`config.mk`:
```
export PLATFORM = sky130hd
export DESIGN_NAME = pwm_capture
export DESIGN_NICKNAME = d
export VERILOG_FILES = /design/src/rtl/pwm_capture_pkg.sv /design/src/rtl/pwm_capture_sync.sv /design/src/rtl/pwm_capture.sv
export SDC_FILE = /design/constraint.sdc
export NUM_CORES = 1
export LEC_CHECK = 0
export ABC_AREA = 1
export BUFFER_PORTS_ARGS = -buffer_cell sky130_fd_sc_hd__buf_2
export CAP_MARGIN = 20
export CORE_UTILIZATION = 46
export DETAILED_ROUTE_END_ITERATION = 6
export PLACE_DENSITY = 0.73
export SETUP_SLACK_MARGIN = 0.02
export SYNTH_ARGS = -nofsm -noshare
export SYNTH_HDL_FRONTEND = slang
export SYNTH_HIERARCHICAL = 1
export SYNTH_SLANG_ARGS = --single-unit
export TNS_END_PERCENT = 100
```
`constraint.sdc`:
```
create_clock -name clk -period 1.6 [get_ports clk]
set_input_delay 0.16 -clock clk [delete_from_list [all_inputs] [get_ports clk]]
set_output_delay 0.16 -clock clk [all_outputs]
set_load 0.05 [all_outputs]
```
`src/rtl/pwm_capture_pkg.sv`:
```
// pwm_capture_pkg: FSM state encoding and counter-width helper shared by the
// PWM capture block and its input stage.
package pwm_capture_pkg;

  typedef enum logic [1:0] {
    StIdle = 2'd0,
    StHigh = 2'd1,
    StLow  = 2'd2
  } state_e;

  // Count registers are one bit wider than the generator resolution so a
  // full 2^NBITS period is representable.
  function automatic int unsigned cnt_w(input int unsigned nbits);
    return nbits + 1;
  endfunction

endpackage

```
`src/rtl/pwm_capture_sync.sv`:
```
// pwm_capture_sync: brings the asynchronous PWM line into the clk domain,
// optionally deglitches it, and produces single-cycle rise/fall pulses.
// Build option: define PWM_CAPTURE_FILTER_EN to insert the deglitch stage.
module pwm_capture_sync
  import pwm_capture_pkg::*;
#(
  parameter int unsigned FILTER_LEN = 4
) (
  input  logic clk,
  input  logic rst,
  input  logic pwm_in,
  output logic rise,
  output logic fall
);

  if (FILTER_LEN == 0 || FILTER_LEN > 15) begin : g_bad_filter_len
    $error("pwm_capture_sync: FILTER_LEN must be in 1..15");
  end

  logic [1:0] sync_q;
  logic       lvl;
  logic       prev_q;

  // Two-flop synchronizer; sync_q[1] is the synchronized level s.
  always_ff @(posedge clk) begin
    if (rst) begin
      sync_q <= 2'b00;
    end else begin
      sync_q <= {sync_q[0], pwm_in};
    end
  end

`ifdef PWM_CAPTURE_FILTER_EN
  logic [3:0] flt_cnt_q;
  logic       flt_lvl_q;

  // Deglitch: the filtered level follows s only after FILTER_LEN consecutive
  // cycles of disagreement; any agreement restarts the count.
  always_ff @(posedge clk) begin
    if (rst) begin
      flt_cnt_q <= 4'd0;
      flt_lvl_q <= 1'b0;
    end else if (sync_q[1] == flt_lvl_q) begin
      flt_cnt_q <= 4'd0;
    end else if (flt_cnt_q == 4'(FILTER_LEN - 1)) begin
      flt_lvl_q <= sync_q[1];
      flt_cnt_q <= 4'd0;
    end else begin
      flt_cnt_q <= flt_cnt_q + 4'd1;
    end
  end

  assign lvl = flt_lvl_q;
`else
  assign lvl = sync_q[1];
`endif

  // History flop for edge detection.
  always_ff @(posedge clk) begin
    if (rst) begin
      prev_q <= 1'b0;
    end else begin
      prev_q <= lvl;
    end
  end

  assign rise = lvl & ~prev_q;
  assign fall = ~lvl & prev_q;

endmodule

```
`src/rtl/pwm_capture.sv`:
```
// pwm_capture: measures high time and period of an external PWM line in clk
// cycles, publishes each complete period with a one-cycle valid strobe and
// raises a sticky timeout when no rising edge arrives in time.
// Build option: PWM_CAPTURE_FILTER_EN enables the input deglitch filter.
module pwm_capture
  import pwm_capture_pkg::*;
#(
  parameter int unsigned NBITS      = 10,
  parameter int unsigned FILTER_LEN = 4
) (
  input  logic                       clk,
  input  logic                       rst,
  input  logic                       pwm_in,
  output logic [cnt_w(NBITS)-1:0]    high_count,
  output logic [cnt_w(NBITS)-1:0]    period,
  output logic                       valid,
  output logic                       timeout
);

  localparam int unsigned     CntW   = cnt_w(NBITS);
  localparam logic [CntW-1:0] CntMax = '1;
  localparam logic [CntW-1:0] CntOne = CntW'(1);

  function automatic logic [CntW-1:0] sat_inc(input logic [CntW-1:0] x);
    return (x == CntMax) ? x : x + CntOne;
  endfunction

  logic rise;
  logic fall;

  pwm_capture_sync #(
    .FILTER_LEN(FILTER_LEN)
  ) u_sync (
    .clk   (clk),
    .rst   (rst),
    .pwm_in(pwm_in),
    .rise  (rise),
    .fall  (fall)
  );

  state_e          state_q,      state_d;
  logic [CntW-1:0] cnt_high_q,   cnt_high_d;
  logic [CntW-1:0] cnt_per_q,    cnt_per_d;
  logic [CntW-1:0] high_count_q, high_count_d;
  logic [CntW-1:0] period_q,     period_d;
  logic            valid_q,      valid_d;
  logic            timeout_q,    timeout_d;

  // State, counters and published results.
  always_ff @(posedge clk) begin
    if (rst) begin
      state_q      <= StIdle;
      cnt_high_q   <= '0;
      cnt_per_q    <= '0;
      high_count_q <= '0;
      period_q     <= '0;
      valid_q      <= 1'b0;
      timeout_q    <= 1'b0;
    end else begin
      state_q      <= state_d;
      cnt_high_q   <= cnt_high_d;
      cnt_per_q    <= cnt_per_d;
      high_count_q <= high_count_d;
      period_q     <= period_d;
      valid_q      <= valid_d;
      timeout_q    <= timeout_d;
    end
  end

  // Measurement FSM: IDLE waits for a first rise (partial period discarded),
  // HIGH/LOW count one period and publish on the closing rise.
  always_comb begin
    state_d      = state_q;
    cnt_high_d   = cnt_high_q;
    cnt_per_d    = cnt_per_q;
    high_count_d = high_count_q;
    period_d     = period_q;
    valid_d      = 1'b0;
    timeout_d    = timeout_q;

    unique case (state_q)
      StIdle: begin
        cnt_high_d = '0;
        cnt_per_d  = '0;
        if (rise) begin
          cnt_high_d = CntOne;
          cnt_per_d  = CntOne;
          state_d    = StHigh;
        end
      end
      StHigh: begin
        // No rise can occur while the level is high, so saturation means stuck.
        if (cnt_per_q == CntMax) begin
          timeout_d  = 1'b1;
          cnt_high_d = '0;
          cnt_per_d  = '0;
          state_d    = StIdle;
        end else if (fall) begin
          cnt_per_d = sat_inc(cnt_per_q);
          state_d   = StLow;
        end else begin
          cnt_high_d = sat_inc(cnt_high_q);
          cnt_per_d  = sat_inc(cnt_per_q);
        end
      end
      StLow: begin
        // A rise on the saturating cycle still wins and reports period=MAX.
        if (rise) begin
          high_count_d = cnt_high_q;
          period_d     = cnt_per_q;
          valid_d      = 1'b1;
          timeout_d    = 1'b0;
          cnt_high_d   = CntOne;
          cnt_per_d    = CntOne;
          state_d      = StHigh;
        end else if (cnt_per_q == CntMax) begin
          timeout_d  = 1'b1;
          cnt_high_d = '0;
          cnt_per_d  = '0;
          state_d    = StIdle;
        end else begin
          cnt_per_d = sat_inc(cnt_per_q);
        end
      end
      default: begin
        cnt_high_d = '0;
        cnt_per_d  = '0;
        state_d    = StIdle;
      end
    endcase
  end

  assign high_count = high_count_q;
  assign period     = period_q;
  assign valid      = valid_q;
  assign timeout    = timeout_q;

endmodule

```
==> reports/summary.json <==
{
  "status": {
    "status": "complete, no violations"
  },
  "worst_setup_path": {
    "crit_path_max_incr_delay_ns": 0.38,
    "worst_ep_arrival_time_ns": 1.75,
    "regToRegSetupSlack_ns": 0.06,
    "timing_worst_setup_path_type": "flop to flop",
    "rr_startpoint": "cnt_per_q[1]",
    "cpLargestDelayFamily": "simple AND/OR/NAND/NOR gates",
    "worstSetupEndpointType": "flop",
    "critPathRequiredTime_ns": 1.81,
    "critPathSlowestCell": "dfxtp_4",
    "critical_path.cell_chain": "ha_4 > nand2_4 > nor2_4 > nand3_4 > nand2_8 > nand3_4 > nand2_2 > nand2_1 > nand2_1 > nor2_1",
    "critical_path_launch_point_type": "flop",
    "cp.buffers_inverters": 0,
    "worst-r2r-cell-count": 10,
    "reg2reg_to": "cnt_high_q[3]",
    "crit_path_max_fanout": 7
  },
  "synthesis": {
    "yosys_warnings": 6,
    "sequential_share_of_the_synthesized_area": 0.451,
    "synth_cell_type_count": 27,
    "mappedNetlistNets": 319,
    "post_synth_inst_count": 310,
    "postSynthRegisterBits": 51,
    "syn-mean-instance-area_um2": 7.31,
    "syn-cell-area_mm2": 0.00226
  },
  "min_path": {
    "worst_hold_startpoint": "pwm_in",
    "min_path_cells": 3,
    "worst_hold_path.endpoint": "u_sync/sync_q[0]",
    "holdCritPathClass": "input pin to flop"
  },
  "route": {
    "detail_route.first_pass.iterations": 4,
    "post_detailed_route_via_to_cell_ratio": 4.98,
    "drt-initial-drc-count": 123,
    "via_count": 2107,
    "postRouteWirelength_mm": 5.21,
    "detail_route.drc_violations": 0,
    "average_detailed_routed_wire_length_per_instance_um": 12.3,
    "count_of_antenna_violating_nets_left_after_detailed_routing": 0
  },
  "power_and_ir_drop": {
    "power.net_switching_uw": 923,
    "internal_power_uw": 2060,
    "combPwrFrac": 0.237,
    "powerDensity_mw_per_mm2": 1060,
    "power_leakage_uw": 0.00125,
    "seqPwrFrac": 0.456,
    "sw_frac_of_total": 0.309,
    "share_clk_of_total_power": 0.307,
    "max-vdd-ir-drop_mv": 0.499
  },
  "final_layout": {
    "antenna_cells": 0,
    "final_design_area_no_fill_mm2": 0.00283,
    "area_growth_pct": 24.8,
    "layout-drive-gt1-share": 0.258,
    "final_core_util": 0.598,
    "nNetsFinal": 364
  },
  "die": {
    "floorplan.die.height_um": 72.2,
    "design.die.area_mm2": 0.00521,
    "rows": 25,
    "floorplan.initialDensity": 0.479,
    "x_dimension_of_the_die_um": 72.2,
    "core_area_mm2": 0.00472,
    "ios": 27
  },
  "global_routing": {
    "largest_net_degree_at_the_start_of_global_routing": 34,
    "globalRouteTotalUtil": 0.200,
    "global_route_wire_length_before_repair_mm": 8.11,
    "vias_in_the_first_global_route": 1871,
    "number_of_antenna_violations_at_the_first_check_in_global_routing": 0,
    "grt-ovfl-total": 0
  },
  "timing": {
    "final.setup_skew_ns": 0.0128,
    "setup_repair_after_global_routing_missed_its_margin": "true",
    "fin_tns_setup_ns": 0,
    "drv_slew": 0,
    "fmax_ghz": 0.650,
    "max_slew.worst_pin.slew_ns": 0.300,
    "post_route_setup_slack_ns": 0.0617,
    "timing_hold_violations_final": 0,
    "min_period_ns": 1.54,
    "final.period_utilization": 0.961,
    "setup_viol": 0,
    "relSlewSlack": 0.800,
    "final.hold.worst_slack_ns": 0.0564
  },
  "cts": {
    "cts_sinks": 51,
    "clkSlewWorstSetupHoldPaths_ns": 0.10,
    "h_tree_depth": 2,
    "clock_latency_ns": 0.31,
    "cts_inserted_buffers": 5,
    "cts_tree": "done",
    "clockRootBuffer": "clkbuf_8",
    "ctsLongestPathBuffers": 2
  },
  "placed_design": {
    "place.gp.congestion": 0.921,
    "number_of_port_buffers": 26,
    "dp_worst_setup_slack_ns": -0.0189,
    "postPlaceCellArea_mm2": 0.00255,
    "place.detailed.hpwl_mm": 3.45
  },
  "run": {
    "maxCapViolations": 0
  }
}
-- worst max-delay path by stage --
stage | start | end | cells past startpoint
final | cnt_per_q[1] | cnt_high_q[3] | 10
after global routing | cnt_per_q[1] | cnt_high_q[2] | 9
after CTS | cnt_per_q[1] | cnt_high_q[0] | 10
after detailed placement | cnt_per_q[0] | cnt_high_q[9] | 10
after global placement | cnt_per_q[0] | cnt_high_q[5] | 10
after floorplan | cnt_per_q[0] | cnt_high_q[9] | 11
-- tightest hold or removal path: cells and delay by family --
kind                   cells  cell delay (ns)
and+or+nand+nor            1             0.06
buffers and inverters      2             0.10
-- cells by family (layout without fill, tap and decap cells) --
kind of cell	count (synthesis)	in the layout	synth area share
simple gates	154	155	0.308
compound gates	53	53	0.119
flops	51	51	0.451
buf+inv	42	87	0.0729
fa+ha+maj	6	6	0.0331
xor+xnor	4	4	0.0155
-- power by group through the flow --
stage	clock network, uW	registers (uW)	logic [uW]
after floorplan	0	1430	357
after global placement	0	1380	564
after detailed placement	0	1380	565
after CTS	931	1350	590
after global routing	990	1370	776
final	916	1360	707
-- per-stage QoR --
stage | power, uW | instances
finish | 2980 | 423
global route | 3130 | 423
CTS | 2870 | 417
detailed placement | 1950 | 409
global placement | 1940 | 409
floorplan | 1780 | 310
-- Yosys cell counts (all sizes together) --
library cell / number / area (um2)
or2: 2 / 12.5
nor3: 4 / 20.0
ha: 6 / 75.1
a211oi: 1 / 7.51
xnor2: 2 / 17.5
a21oi: 22 / 110
nand2: 65 / 269
nand3: 15 / 97.6
dfxtp: 51 / 1020
nand4: 3 / 18.8
nor2: 62 / 258
clkbuf: 3 / 11.3
xor2: 2 / 17.5
nor3b: 3 / 22.5
buf: 5 / 26.3
o21ai: 28 / 140
a31oi: 2 / 12.5
inv: 34 / 128
-- layer usage --
layer  global-route usage  wire length [um]  up-vias
met5                    0                 0        -
li1                     -                 -     1071
met4               0.0980               145        0
met1                0.241              2240      969
met2                0.336              2630       53
met3               0.0458               199       14
-- state kept, by name, summed over array words and instances, names as in the netlist --
register / count
u_sync/sync_q: 2
cnt_per_q: 11
period: 11
valid: 1
timeout: 1
state_q: 2
u_sync/prev_q: 1
cnt_high_q: 11
high_count: 11
-- placed cells by master, fill, tap and decap left out, drive strengths merged, types with 4 or more instances in the layout --
cell,Yosys,routed
nor2,62,62
buf,5,45
o21ai,28,28
clkbuf,3,5
ha,6,6
a21oi,22,22
nor3,4,4
dfxtp,51,51
nand2,65,66
nand3,15,15
inv,34,35
-- area by class of cell --
type,count,area [um2]
Clock inverter,3,46.3
Sequential cell,51,1030
Clock buffer,5,68.8
Fill cell,430,1900
Inverter,34,128
Timing Repair Buffer,45,277
Multi-Input combinational cell,218,1200
Tap cell,67,83.8
-- repair_timing --
action                                  4_1_cts  5_1_grt
hold buffers                                  0        0
pin swaps                                     0        9
buffers inserted                              0        5
hold endpoints to repair                      0        0
gates cloned                                  0        1
resized for setup                             4       33
endpoints found under the setup margin        7       27
No activity file was read; power rests on OpenSTA's default activity.
